===== src/rtl/sat_counter.sv =====
// Saturating up-counter with synchronous clear; clear wins over increment.
module sat_counter #(
   parameter int unsigned W = 16
) (
   input  logic         clk,
   input  logic         rst_n,
   input  logic         inc,
   input  logic         clr,
   output logic [W-1:0] count
);

   localparam logic [W-1:0] MAX_V = '1;

   logic [W-1:0] count_q, count_d;

   always_comb begin
      count_d = count_q;
      if (clr) begin
         count_d = '0;
      end else if (inc && (count_q != MAX_V)) begin
         count_d = count_q + W'(1);
      end
   end

   always_ff @(posedge clk) begin
      if (!rst_n) begin
         count_q <= '0;
      end else begin
         count_q <= count_d;
      end
   end

   assign count = count_q;

endmodule


===== config.mk =====
export PLATFORM = sky130hd
export DESIGN_NAME = sat_counter
export DESIGN_NICKNAME = d
export VERILOG_FILES = /design/src/rtl/sat_counter.sv
export SDC_FILE = /design/constraint.sdc
export NUM_CORES = 1
export LEC_CHECK = 0
export CORE_UTILIZATION = 45
export CTS_CLUSTER_SIZE = 28
export DETAILED_ROUTE_END_ITERATION = 8
export PLACE_DENSITY = 0.74
export REMOVE_ABC_BUFFERS = 1
export SYNTH_ARGS = -nofsm -noshare
export SYNTH_HDL_FRONTEND = slang
export SYNTH_SLANG_ARGS = --single-unit

===== constraint.sdc =====
create_clock -name clk -period 2.9 [get_ports clk]
set_input_delay 0.725 -clock clk [delete_from_list [all_inputs] [get_ports clk]]
set_output_delay 0.725 -clock clk [all_outputs]
set_load 0.01 [all_outputs]

# Yosys cells after proc, flatten, opt, wreduce, memory -nomap -nowiden
# Index checks and enable logic that the tools add are counted.
[totals] regBits=16 inputBits=4
[classes] add_sub_neg=1 eq_ne=1 bitwise_logic=1 reduce_logical=2
[ops] cell="$add 16x1->16 const B" count=1
[ops] cell="$ne 16x16->1 const B" count=1
[ops] cell="$reduce_or 2->1" count=1
[ops] cell="$logic_and 1x1->1" count=1
[ops] cell="$not 1->1" count=1

# Depth between registers and ports, before layout
# Gate-level depths: netlist (run 1).
[depth] ltp_word=2 ltp_mapped=5 depth_no_buf=5

# Worst setup path after synthesis (run 1)
# OpenSTA, ideal clock, no wires.
[synth_path] kind="input port to flip-flop" startpoint="in inc" endpoint="reg count_q[13] (netlist: count[13])" t_arrival_ps=1646 t_required_ps=2829 setup_slack_ps=1184 path_stages=4 n_path_buf=0 cell_sequence="and4_2 -> nand3_4 -> or4_1 -> a21oi_1"
[synth_via] elab_chain_len=1
[synth_lines] item="start, declared" line_no="7" text="input logic inc,"
[synth_lines] item="$logic_and 1x1->1" line_no="20" text="end else if (inc && (count_q != MAX_V)) begin"
[synth_lines] item="end signal, assigned" line_no="29" text="count_q <= count_d;"
[synth_lines] item="end, declared" line_no="14" text="logic [W-1:0] count_q, count_d;"
# No other way between the ends.
# A chain may end at the register's enable or synchronous reset.

# Worst setup path after layout (run 1)
[layout_path] startpoint="in inc" endpoint="reg count_q[9] (netlist: count[9])"
# Same word-level chain as after synthesis.

==> results.txt, run 1 <==
status -> complete, no violations
gr usage total -> 0.2144
largest net degree at the start of global routing -> 12
Max Root-Sink Buffers -> 2
Largest register FFs -> 16
Setup CP Type -> in -> reg
slew margin rel. -> 0.6560
Ports -> 20
CORE AREA -> 1764 sq um
CP Buf/Inv Count -> 1
vias in the first global route -> 700
initial core utilization -> 0.4901
fillcell total -> 171
Final Hold Fails -> 0
commonest non-fill, non-tap cell in the layout -> clkdlybuf4s50_1
Max-Cap Viols -> 0
Synth-to-Final Area Change -> 27.79%
TritonCTS sink count -> 16
number of DRC markers in iteration 0 -> 9
Post-Syn Area per Cell -> 9.501 sq um
Die W -> 45.83 um
htree depth -> 1
fin nets -> 119
Antenna Cells -> 0
TritonCTS buffer count -> 3
share of layout cells above drive strength 1 -> 0.09821
worst-margin pin slew -> 0.5149 ns
Max Clock Skew -> 0.008875 ns
Buffers on Ports -> 19
Final Util -> 0.6262
# Post-CTS Setup Buffers -> 0
worst hold path class -> reg -> reg
total grt overflow -> 0
die height -> 45.83 um
first-pass GRT wire length -> 3174 um
Cells after Synth -> 91
CP max-delay cell -> clkdlybuf4s50_1
critical path's top delay family -> simple AND/OR/NAND/NOR gates
Final GP Congestion -> 0.7910
# resized after CTS -> 0
setup total negative slack -> 0 ns
routed vias -> 810
Critical Path RT -> 3.11 ns
Hold Buf Count CTS -> 0
root buffer selected by CTS -> clkbuf_4
setup violators final -> 0
Worst VDD drop -> 0.2119 mV
Cell Pwr Density -> 325.2 nW/um^2
worst setup margin -> 0.7893 ns
mapped cell area -> 864.6 sq um
Worst setup SP type -> input port
final wirelength -> 1934 um
crit path max fanout -> 9
clock transition at the registers of the reported paths -> 0.09 ns
yosys warns -> 0
Critical Path End Type -> flip-flop
final max-slew violation count -> 0
DRT antenna net count -> 0
First-pass DRT Iterations -> 4
CTS tree -> done
initial antenna violation count -> 0
Routed WL per cell -> 14.12 um
DP Worst Slack -> 0.4939 ns
Largest stage delay, worst path -> 0.54 ns
Worst EP arrival -> 2.32 ns
RSZ-0062 raised after global routing -> no
num rows -> 15
hpwl dp -> 1441 um
commonest non-fill, non-tap cells in the layout -> 19 x clkdlybuf4s50_1, 16 x dfxtp_1, 10 x nor2_1, 5 x nand2_1
Yosys cell types -> 38
Tmin final -> 2.111 ns
clk_lat worst skew -> 0.29 ns
Vias/cell -> 5.912
worst-path cell chain -> clkdlybuf4s50_1 > and4_2 > nand3_4 > or4_1 > a21oi_1
Pleak -> 0.3908 nW
final period utilization -> 0.7278
die area -> 2100 sq um
DR DRC count -> 0
register bit count reported by yosys -> 16
post-synthesis sequential area ratio -> 0.3705
fmax -> 0.4738 GHz
per-layer routing:
metal,part of all wire,up-vias,track usage,wire length [um]
met2,0.50,15,0.3629,961
met1,0.46,389,0.2675,885
met5,0,-,0,0
li1,-,401,-,-
met4,0.019,0,0.1059,36
met3,0.026,5,0.02381,50
final cells by class:
cell class              instances  area, sq um  area share
multi-input cells              72        533.0      0.4824
well taps                      25        31.28     0.02831
repair buffers                 19        190.2      0.1721
flip-flops and latches         16        320.3      0.2899
inverters                       2        7.507    0.006795
clock buffers                   3        22.52     0.02039
final timing paths:
| check | start | slack, ns | end | cells past startpoint |
|---|---|---|---|---|
| min reg2reg | count[5] | 0.54 | count[5] | 2 |
| min | count[5] | 0.54 | count[5] | 2 |
| max reg2reg | count[0] | 1.25 | count[14] | 5 |
| max | inc | 0.79 | count[9] | 5 |
synthesized netlist by cell type:
cell	instances	area (sq um)
dfxtp_1	16	320.3
nor2_1	10	37.54
nand2_1	5	18.77
a21oi_1	4	20.02
nand3_1	4	20.02
o21ai_0	4	20.02
and2_1	3	18.77
nor4_1	3	18.77
xor2_1	3	26.28
and4_2	2	20.02
inv_1	2	7.510
nand2b_1	2	12.51
nand4_1	2	12.51
nand4_4	2	42.54
o311ai_0	2	17.52
o31ai_1	2	15.01
o41ai_1	2	17.52
or3_1	2	12.51
or4_1	2	15.01
a41oi_1	1	8.760
and3_1	1	6.260
and4_1	1	8.760
clkbuf_1	1	3.750
ha_1	1	12.51
mux2i_1	1	10.01
nand3_4	1	17.52
nor2b_1	1	6.260
nor3_1	1	5.000
nor3_2	1	10.01
nor3b_1	1	7.510
o2111ai_1	1	8.760
o211a_1	1	10.01
o211ai_1	1	7.510
o21a_1	1	7.510
o311ai_2	1	16.27
o31a_1	1	8.760
o41ai_4	1	27.53
xnor2_1	1	8.760
where the power goes:
part	switching, W	internal (W)	total [W]
logic	0.00000863	0.00000894	0.0000176
clock network	0.0000717	0.0000484	0.000120
registers	0.00000112	0.000221	0.000222
total	0.0000815	0.000278	0.000359
stage by stage:
stage | instances | hold slack (ns) | area (sq um) | total power [W]
3_5_place_dp | 134 | 0.5259 | 1082 | 0.0002444
4_1_cts | 137 | 0.5412 | 1105 | 0.0003631
3_3_place_gp | 134 | 0.5098 | 1082 | 0.0002437
6_report | 137 | 0.5411 | 1105 | 0.0003593
5_1_grt | 137 | 0.5825 | 1105 | 0.0003754
2_1_floorplan | 90 | 0.5311 | 860.8 | 0.0002348
tightest hold or removal path, stage by stage (launching register included):
cell and delay (ns):
dfxtp_1 0.36, o21ai_0 0.09, a21oi_1 0.06
cell families (layout without fill, tap and decap cells):
kind of cell             after synthesis  after routing  synth area share
AND/OR/NAND/NOR                       44             44            0.3358
flip-flops                            16             16            0.3705
AO/OA/AOI/OAI                         22             22            0.2142
multiplexers                           1              1           0.01158
adder cells (fa/ha/maj)                1              1           0.01447
buffers and inverters                  3             24           0.01302
XOR/XNOR                               4              4           0.04053
(Power assumes the default switching activity.)
==> run 2, diff against run 1 <==
==> constraint.sdc (replaced) <==
create_clock -name clk -period 2 [get_ports clk]
set_input_delay 0.5 -clock clk [delete_from_list [all_inputs] [get_ports clk]]
set_output_delay 0.5 -clock clk [all_outputs]
set_load 0.01 [all_outputs]
==> run 2 against run 1 <==
  * Clock-buffer cell count unchanged
  * Clock skew down 0.0083 ns
  * Design area up 6.8%
  * First-iteration DRC count rose to 4.0 times the previous value
  * Final cell count up 7.3%
  * Clock power up 38%
  * Wire length up 4.2%
  * Critical path type is now reg -> out
  * Critical endpoint is now count[13]
  * Largest cell class unchanged
  * Largest power group unchanged
==> results.txt, run 2 (same netlist as run 1, synthesis figures left out) <==
TritonCTS sink count -> 16
Worst EP arrival -> 1.33 ns
Hold Path Stages -> 2
RR Endpoint -> count[14]
worst-path cell chain -> clkdlybuf4s50_1
number of DRC markers in iteration 0 -> 36
die height -> 45.83 um
M1 GR Usage -> 0.2651
CORE AREA -> 1764 sq um
footprint of the multi-input gates -> 533.0 sq um
slew margin rel. -> 0.7050
Critical Path Stages -> 1
clk_lat worst skew -> 0.28 ns
commonest non-fill, non-tap cell in the layout -> clkdlybuf4s50_1
share of layout cells above drive strength 1 -> 0.1721
initial core utilization -> 0.4901
r2r setup slk -> 0.42 ns
crit path max fanout -> 6
clock transition at the registers of the reported paths -> 0.09 ns
hpwl dp -> 1517 um
vias in the first global route -> 728
Worst R2R Start -> count[0]
Synth-to-Final Area Change -> 36.47%
status -> complete, no violations
Final GP Congestion -> 0.8171
Largest register FFs -> 16
Antenna Cells -> 0
Pleak -> 0.4382 nW
root buffer selected by CTS -> clkbuf_4
setup total negative slack -> 0 ns
Final Hold Fails -> 0
Tmin final -> 1.833 ns
Routed WL per cell -> 13.71 um
final max-slew violation count -> 0
met2 GRT Util -> 0.3686
CTS tree -> done
initial antenna violation count -> 0
Max Root-Sink Buffers -> 2
Hold WS -> 0.5450 ns
total grt overflow -> 0
Max-Cap Viols -> 0
worst hold path class -> reg -> reg
busiest grt layer -> met2
Worst VDD drop -> 0.3298 mV
DRT antenna net count -> 0
# Post-CTS Setup Buffers -> 0
Critical Path End Type -> primary output
Buffers on Ports -> 19
fmax -> 0.5456 GHz
DR DRC count -> 0
# resized after CTS -> 0
RSZ-0062 raised after global routing -> no
fillcell total -> 151
critical path's top delay family -> buffers and inverters
Register Area -> 320.3 sq um
gr usage total -> 0.2128
final period utilization -> 0.9163
final wirelength -> 2015 um
Setup CP Type -> reg -> out
Cell Pwr Density -> 438.0 nW/um^2
First-pass DRT Iterations -> 4
Critical Path RT -> 1.50 ns
CP Buf/Inv Count -> 1
Largest stage delay, worst path -> 0.59 ns
largest net degree at the start of global routing -> 11
Worst setup SP type -> flip-flop
commonest non-fill, non-tap cells in the layout -> 19 x clkdlybuf4s50_1, 16 x dfxtp_1, 10 x nor2_1, 10 x buf_4, 5 x nand2_1
met3 Resource Use GR -> 0.02381
worst r2r path cells -> 5
Hold Crit Start -> count[5]
setup violators final -> 0
TritonCTS buffer count -> 3
htree depth -> 1
Hold Crit Endpoint -> count[5]
routed vias -> 832
num rows -> 15
worst-margin pin slew -> 0.4401 ns
Hold Buf Count CTS -> 0
Vias/cell -> 5.660
CP max-delay cell -> clkdlybuf4s50_1
die area -> 2100 sq um
Die W -> 45.83 um
Max Clock Skew -> 0.0006033 ns
first-pass GRT wire length -> 3153 um
fin nets -> 129
Ports -> 20
-- run 2: cell count changes in the layout (fill, tap and decap cells not counted) --
| cell | delta |
|---|---|
| buf_4 | +10 |
-- run 2: layout make-up --
class                   count  area share
multi-input cells          72      0.4518
flip-flops and latches     16      0.2715
repair buffers             29      0.2248
well taps                  25     0.02651
clock buffers               3     0.01909
inverters                   2    0.006363
-- run 2: stage by stage --
| step | cells | power, W | setup WS, ns | area, sq um | utilization |
|---|---|---|---|---|---|
| after floorplan | 90 | 0.0003405 | 0.4222 | 860.8 | - |
| after global placement | 144 | 0.0003580 | 0.01171 | 1157 | 0.6560 |
| after detailed placement | 144 | 0.0003587 | -0.04359 | 1157 | 0.6560 |
| after CTS | 147 | 0.0005198 | 0.1746 | 1180 | 0.6688 |
| after global routing | 147 | 0.0005356 | 0.1170 | 1180 | 0.6688 |
| final | 147 | 0.0005168 | 0.1673 | 1180 | 0.6688 |
-- run 2: routing by layer --
layer	vias to the layer above	wire, um
met4	0	37
met1	381	891
met2	29	991
met5	-	0
li1	417	-
met3	5	94
-- run 2: worst max-delay path by stage --
| stage | start | endpoint | slack [ns] |
|---|---|---|---|
| CTS | count[13] | count[13] | 0.17 |
| finish | count[13] | count[13] | 0.17 |
| global placement | inc | count[13] | 0.01 |
| global route | count[14] | count[14] | 0.12 |
| detailed placement | inc | count[9] | -0.04 |
| floorplan | count[0] | count[14] | 0.42 |
-- run 2: where the power goes --
part	internal (W)	total [W]	leakage (nW)	switching, W
logic	0.0000167	0.0000300	0.295	0.0000133
registers	0.000320	0.000321	0.129	0.00000163
clock network	0.0000699	0.000166	0.0138	0.0000956
